$ cat src/rtl/seq_mult.sv
// Sequential shift-add multiplier: one partial product per clock, start/done
// handshake, unsigned or two's-complement operands selected per request.
module seq_mult #(
  parameter int A_W = 3,
  parameter int B_W = 4
) (
  input  logic               clk,
  input  logic               rst,
  input  logic               start,
  input  logic               signed_mode,
  input  logic [A_W-1:0]     a,
  input  logic [B_W-1:0]     b,
  output logic               ready,
  output logic               done,
  output logic [A_W+B_W-1:0] product
);

  localparam int P_W = A_W + B_W;
  localparam int C_W = (B_W > 1) ? $clog2(B_W) : 1;

  // Handshake: a request is accepted on a rising edge where start=1 and
  // ready=1; done is a one-cycle pulse and product stays put until the next done.
  typedef enum logic [1:0] {
    S_IDLE = 2'd0,
    S_BUSY = 2'd1,
    S_DONE = 2'd2
  } state_t;

  state_t         state;
  logic [A_W-1:0] mag_a;
  logic [B_W-1:0] mag_b;
  logic           neg;
  logic [P_W-1:0] acc;
  logic [C_W-1:0] cnt;

  logic           accept;
  logic [A_W-1:0] a_abs;
  logic [B_W-1:0] b_abs;
  logic           neg_in;
  logic [P_W-1:0] partial;
  logic [P_W-1:0] acc_next;
  logic [P_W-1:0] result;
  logic           last;

  always_comb begin
    accept   = start && ready;
    // The most negative operand negates to itself, which is its correct magnitude.
    a_abs    = (signed_mode && a[A_W-1]) ? (~a + 1'b1) : a;
    b_abs    = (signed_mode && b[B_W-1]) ? (~b + 1'b1) : b;
    neg_in   = signed_mode && (a[A_W-1] ^ b[B_W-1]);
    partial  = mag_b[cnt] ? (P_W'(mag_a) << cnt) : '0;
    acc_next = acc + partial;
    result   = neg ? (~acc_next + P_W'(1)) : acc_next;
    last     = (cnt == C_W'(B_W - 1));
  end

  always_ff @(posedge clk) begin
    if (rst) begin
      state   <= S_IDLE;
      ready   <= 1'b1;
      done    <= 1'b0;
      product <= '0;
      acc     <= '0;
      cnt     <= '0;
      mag_a   <= '0;
      mag_b   <= '0;
      neg     <= 1'b0;
    end else begin
      done <= 1'b0;
      if (accept) begin
        mag_a <= a_abs;
        mag_b <= b_abs;
        neg   <= neg_in;
        acc   <= '0;
        cnt   <= '0;
        ready <= 1'b0;
        state <= S_BUSY;
      end else begin
        case (state)
          S_BUSY: begin
            acc <= acc_next;
            cnt <= cnt + 1'b1;
            if (last) begin
              product <= result;
              done    <= 1'b1;
              ready   <= 1'b1;
              state   <= S_DONE;
            end
          end
          S_DONE:  state <= S_IDLE;
          default: state <= S_IDLE;
        endcase
      end
    end
  end

endmodule

$ cat config.mk
export PLATFORM = sky130hd
export DESIGN_NAME = seq_mult
export DESIGN_NICKNAME = d
export VERILOG_FILES = /design/src/rtl/seq_mult.sv
export SDC_FILE = /design/constraint.sdc
export NUM_CORES = 1
export LEC_CHECK = 0
export ABC_AREA = 0
export ABC_CLOCK_PERIOD_IN_PS = 3300
export CELL_PAD_IN_SITES_DETAIL_PLACEMENT = 0
export CELL_PAD_IN_SITES_GLOBAL_PLACEMENT = 1
export CORE_ASPECT_RATIO = 1.4
export CORE_MARGIN = 1.5
export CORE_UTILIZATION = 41
export CTS_CLUSTER_DIAMETER = 80
export DETAILED_ROUTE_END_ITERATION = 6
export MAX_ROUTING_LAYER = met4
export PLACE_DENSITY = 0.8
export SKIP_LAST_GASP = 1
export SYNTH_ARGS = -nofsm -noshare
export SYNTH_HDL_FRONTEND = slang
export SYNTH_SLANG_ARGS = --single-unit
$ cat constraint.sdc
create_clock -name clk -period 3.3 [get_ports clk]
set_clock_uncertainty 0.2 [all_clocks]
set_input_delay 0.33 -clock clk [delete_from_list [all_inputs] [get_ports clk]]
set_output_delay 0.33 -clock clk [all_outputs]
set_load 0.02 [all_outputs]
==> summary.txt, run 1 <==
Status
  – Status: completed

Worst setup path
  – Setup crit start kind: flip-flop
  – Setup crit end kind: flip-flop
  – Critical path arrival: slightly below 3 ns
  – Crit path max fanout: 13
  – CP required: about 3.3 ns
  – Worst setup path class: reg2reg

STA
  – Fin worst setup slack: between 0.3 and 0.4 ns
  – Slew @ Worst Pin: around 0.71 ns
  – Final Hold Viols: 0
  – Achievable Freq: 0.335 GHz
  – Worst slew margin: 0.522
  – RSZ-0062 raised after global routing: no
  – # setup viols final: 0
  – Part of the cycle the worst path needs: 0.905
  – Max-slew violation count: 0
  – Min cycle time layout: ~3 ns
  – Setup TNS: 0 ns

Cells and area
  – Post-layout nets: 220
  – Share of cells above drive strength 1: 0.0812
  – N_diodes: 0
  – Fillcell total: roughly 350
  – Reg area: 562 um2
  – Commonest non-fill, non-tap cell in the layout: nand2_1
  – Final Util: 0.506
  – Area of the multi-input gates: 906 um2
  – Synthesis-to-layout area growth: 20.0%
  – Commonest cells after routing, fill and taps aside: nand2_1 (34), dfxtp_1 (27), clkdlybuf4s50_1 (19)

Synth
  – #FFs+latches synth: 28
  – Sequential element share of the synthesized area: 0.368
  – Mapped Cells: approximately 180
  – Syn_nets: 200
  – Yosys warnings: 0
  – Share of the synthesized area in the top cell type: 0.368
  – Unique masters post-synth: 35
  – Synthesized area: between 1500 and 2000 um2
  – Yosys top cell by area: dfxtp_1
  – Area contributors post-synth: dfxtp_1 (37%), nand2_1 (8.4%), ha_1 (8.2%)
  – Syn avg cell area: 8.55 um2

Clock network
  – Max clock buf depth: 2
  – TritonCTS Buffers: 3
  – Skew-Pair Late Insertion Delay: between 0.2 and 0.3 ns
  – Clock slew at reported path FFs: around 0.10 ns
  – H-tree levels: 1
  – CTS Root Cell: clkbuf_8
  – Clock Sinks: 28
  – TritonCTS clock tree: built
  – Post-CTS sizing: 0
  – Buffers inserted by post-CTS timing repair: 0
  – Cts hold-fix bufs: 0

Placement
  – Place WS: about 0.21 ns
  – Port bufs: 19
  – Final GP Congestion: between 0.8 and 0.9
  – DP HPWL: about 2600 um

Die
  – Top Ports: 20
  – DIE WIDTH: approximately 55 um
  – Initial cell density of the core: 0.422
  – DIE HEIGHT: around 75 um
  – Core Box Area: around 3600 um2
  – Total Die Area: between 4000 and 5000 um2
  – Row cnt: 26

Power and ir drop
  – VDD IR max: 0.000243 V
  – Total power: approximately 0.71 mW
  – PwrDens: between 300 and 400 nW/um2
  – Leak: roughly 0.73 nW

GRT
  – Global route total overflow: 0
  – Tot GR Track Use: 0.198
  – Vias in the first global route: between 1000 and 1500
  – First-pass GRT wire length: between 5000 and 6000 um
  – Initial antenna violation count: 0
  – Largest net degree at the start of global routing: 17

Flow run
  – Max Cap Violations: 0

Drt
  – Number of vias per cell: 5.45
  – Drt first-iter violations: 36
  – Vias after detailed routing: between 1000 and 1500
  – Pre-antenna DRT Iters: 6
  – DRC viols: 0
  – WL/cell: 13.8 um
  – Final ANT Viol Nets: 0
  – WL final: approximately 3300 um

Hold path
  – HP Class: reg2reg
## metrics by stage
| step | instances | area (um2) | hold slack, ns |
|---|---|---|---|
| finish | 239 | 1830 | 0.260 |
| global route | 239 | 1830 | 0.295 |
| CTS | 239 | 1830 | 0.263 |
| detailed placement | 235 | 1750 | 0.243 |
| global placement | 235 | 1750 | 0.236 |
| floorplan | 178 | 1520 | 0.230 |
## final timing paths
kind | end | slack [ns] | startpoint | cells after the start
worst max-delay path | product[6] | 0.31 | cnt[0] | 9
worst min-delay path | product[6] | 0.26 | product[6] | 2
worst max register to register | product[6] | 0.31 | cnt[0] | 9
worst min register to register | product[6] | 0.26 | product[6] | 2
## area by class of cell
type | count | share of cell area
well taps | 42 | 0.0288
flip-flops and latches | 28 | 0.308
inverters | 10 | 0.0205
repair buffers | 20 | 0.108
clock buffers | 3 | 0.0226
multi-input cells | 135 | 0.496
clock inverters | 1 | 0.0164
## logic make-up (layout without fill, tap and decap cells)
group | count (synthesis) | count (layout) | share of synthesized area
buffers and inverters | 15 | 34 | 0.0370
xor gates and xnor gates | 12 | 12 | 0.0690
adders and majority gates | 11 | 11 | 0.0953
DFF | 28 | 28 | 0.368
AOI/OAI and AO/OA | 44 | 44 | 0.191
and+or+nand+nor | 63 | 63 | 0.197
muxes | 5 | 5 | 0.0419
## state kept, by name, indices dropped and copies added, names as in the netlist
signal	cells
ready	1
acc	7
mag_a	3
state	2
cnt	2
mag_b	4
product	7
done	1
neg	1
## critical path: stages (launching register included)
cell      delay (ns)
dfxtp_2         0.46
mux4_2          0.53
a21boi_0        0.15
ha_1            0.35
a211oi_2        0.28
nor2_1          0.09
xor2_1          0.19
o41ai_2         0.37
xor2_1          0.18
o21ai_1         0.07
## cells in the mapped netlist
| library cell | n |
|---|---|
| o211ai_1 | 1 |
| nor4bb_1 | 1 |
| a21oi_2 | 1 |
| fa_1 | 1 |
| and2_1 | 2 |
| xnor2_1 | 5 |
| a31oi_1 | 1 |
| nand2_1 | 34 |
| o2111ai_2 | 1 |
| o41ai_2 | 1 |
| o31ai_1 | 3 |
| and2b_2 | 1 |
| mux4_2 | 1 |
| o21ai_1 | 2 |
| xor2_1 | 7 |
| a21oi_1 | 10 |
| and4_1 | 1 |
| o21ai_0 | 17 |
| dfxtp_1 | 28 |
| nand3b_1 | 2 |
| inv_1 | 10 |
| a211oi_1 | 1 |
| mux2_2 | 1 |
| a211oi_2 | 2 |
| mux2i_1 | 3 |
| clkbuf_1 | 5 |
| nand2b_1 | 5 |
| nor2_1 | 10 |
| and3b_1 | 1 |
| a21boi_0 | 1 |
| or4b_4 | 1 |
| ha_1 | 10 |
| a32o_1 | 3 |
| or2_2 | 1 |
| nand3_1 | 4 |
## layer usage
metal / global-route usage / part of all wire
met1: 0.203 / 0.41
met2: 0.353 / 0.53
met3: 0.0258 / 0.023
met4: 0.103 / 0.034
met5: - / 0
## power by group
| part | total (mW) | internal [mW] | switching, mW |
|---|---|---|---|
| logic | 0.0754 | 0.0357 | 0.0397 |
| registers | 0.361 | 0.348 | 0.0130 |
| clock network | 0.275 | 0.163 | 0.112 |
| total | 0.711 | 0.546 | 0.165 |
(Power assumes the default switching activity.)
==> run 2: changes to the inputs <==
ABC_CLOCK_PERIOD_IN_PS = 3400   (was 3300)
clock period = 3.4 ns   (was 3.3 ns; I/O delays follow)
==> run 2 against run 1 <==
  * First-iteration DRC count increased by 5.6%
  * Critical path depth unchanged
  * Sequential power decreased by 3%
  * Power decreased by 3.3%
  * Fmax decreased by 4.7%
  * Register-to-register slack got worse by 0.05 ns
  * Cell count decreased by 0.42%
  * Global-route usage decreased by 1.2 points
  * Via count decreased by 3.3%
  * Sequential share of layout area increased by 0.079 points
==> summary.txt, run 2 (synthesized netlist as in run 1, its figures left out) <==
Clock network
  – TritonCTS Buffers: 3
  – Max clock buf depth: 2
  – CTS Root Cell: clkbuf_8
  – Skew-Pair Late Insertion Delay: about 0.28 ns
  – Buffers inserted by post-CTS timing repair: 0
  – Clock slew at reported path FFs: 0.10 ns
  – Post-CTS sizing: 0
  – TritonCTS clock tree: built
  – H-tree levels: 1
  – Clock Sinks: 28
  – Cts hold-fix bufs: 0

STA
  – Slew @ Worst Pin: between 0.6 and 0.7 ns
  – Worst slew margin: 0.554
  – Setup TNS: 0 ns
  – RSZ-0062 raised after global routing: no
  – Part of the cycle the worst path needs: 0.922
  – Min cycle time layout: 3.13 ns
  – Max-slew violation count: 0
  – Achievable Freq: around 0.32 GHz
  – Hold WS: roughly 0.26 ns
  – # setup viols final: 0
  – Final Hold Viols: 0

Placement
  – Final GP Congestion: roughly 0.86
  – DP HPWL: between 2000 and 2500 um
  – Port bufs: 19
  – Placed cells: between 200 and 250

Worst setup path
  – Critical path arrival: 3.11 ns
  – R2R Path Start: cnt[0]
  – Worst-case reg-to-reg path depth: 9
  – Worst setup path class: reg2reg
  – CP required: between 3 and 4 ns
  – Worst setup startpoint: cnt[0]
  – Worst R2R Setup Slack: about 0.27 ns
  – Crit path max fanout: 13
  – Setup crit end kind: flip-flop
  – Setup crit start kind: flip-flop
  – FF-to-FF End: product[6]

GRT
  – Met1 Use GR: 0.192
  – Global route total overflow: 0
  – Tot GR Track Use: 0.186
  – Grt met2 use: 0.317
  – Initial antenna violation count: 0
  – Largest net degree at the start of global routing: 17
  – First-pass GRT wire length: between 5000 and 6000 um
  – Met3 GRT Util: 0.0258
  – GRT busiest layer: met2
  – Vias in the first global route: about 1200

Cells and area
  – Share of cells above drive strength 1: 0.0714
  – Commonest cells after routing, fill and taps aside: nand2_1 (34), dfxtp_1 (28), clkdlybuf4s50_1 (19)
  – Post-layout nets: ~220
  – Commonest non-fill, non-tap cell in the layout: nand2_1
  – Reg area: between 500 and 600 um2
  – Fillcell total: approximately 350
  – Final Util: 0.503
  – Synthesis-to-layout area growth: 19.4%
  – Area of the multi-input gates: 906 um2
  – Non-Filler Instances: 238
  – N_diodes: 0
  – Top Registers: acc: 7 flops, product: 7 flops, mag_b: 4 flops

Drt
  – Vias after detailed routing: between 1000 and 1500
  – Final ANT Viol Nets: 0
  – Number of vias per cell: around 5.3
  – WL final: between 3000 and 4000 um
  – DRC viols: 0
  – WL/cell: between 10 and 15 um
  – Drt first-iter violations: 38
  – Pre-antenna DRT Iters: 4

Power and ir drop
  – Total power: 0.688 mW
  – VDD IR max: between 0.0002 and 0.00025 V
  – PwrDens: between 300 and 400 nW/um2
  – Leak: a little over 0.7 nW

Hold path
  – HP Class: reg2reg
  – Worst hold path startpoint: product[0]
  – Worst hold stages: 2
  – Worst hold endpoint: product[0]

Die
  – DIE HEIGHT: about 75 um
  – Initial cell density of the core: 0.422
  – Top Ports: 20
  – Total Die Area: around 4000 um2
  – DIE WIDTH: approximately 55 um
  – Row cnt: 26
  – Core Box Area: approximately 3600 um2

Flow run
  – Max Cap Violations: 0

Status
  – Status: completed
## run 2: area by class of cell
type                       instances  share of cell area
multi-input combinational        135               0.498
sequential                        28               0.308
timing repair buffer              19               0.105
tap                               42              0.0289
clock buffer                       3              0.0227
inverter                          10              0.0206
clock inverter                     1              0.0165
## run 2: through the flow
step / worst slack, ns / area, um2
finish: 0.266 / 1820
global route: 0.124 / 1820
CTS: 0.280 / 1820
detailed placement: 0.285 / 1750
global placement: 0.417 / 1750
floorplan: 0.606 / 1520
## run 2: where the power goes
part / switching [mW] / internal (mW)
Sequential: 0.0128 / 0.338
Clock: 0.109 / 0.158
Combinational: 0.0374 / 0.0336
Total: 0.159 / 0.529
## run 2: how the worst max path moves through the flow
stage	endpoint	slack (ns)	cells after the start
after global routing	product[5]	0.12	9
after CTS	product[6]	0.28	9
final	product[6]	0.27	9
after global placement	product[6]	0.42	9
after detailed placement	product[6]	0.29	9
after floorplan	product[6]	0.61	12
## run 2: critical path: stages (launching register included)
cell and delay (ns):
dfxtp_1 0.58, mux4_2 0.56, a21boi_0 0.15, ha_1 0.35, a211oi_2 0.26, nor2_1 0.09
xor2_1 0.20, o41ai_2 0.36, xor2_1 0.21, o21ai_1 0.07
## run 2: per-layer routing
| layer | up-vias | wire length [um] |
|---|---|---|
| met3 | 11 | 74 |
| met4 | 0 | 139 |
| met1 | 573 | 1320 |
| li1 | 651 | - |
| met5 | - | 0 |
| met2 | 24 | 1610 |
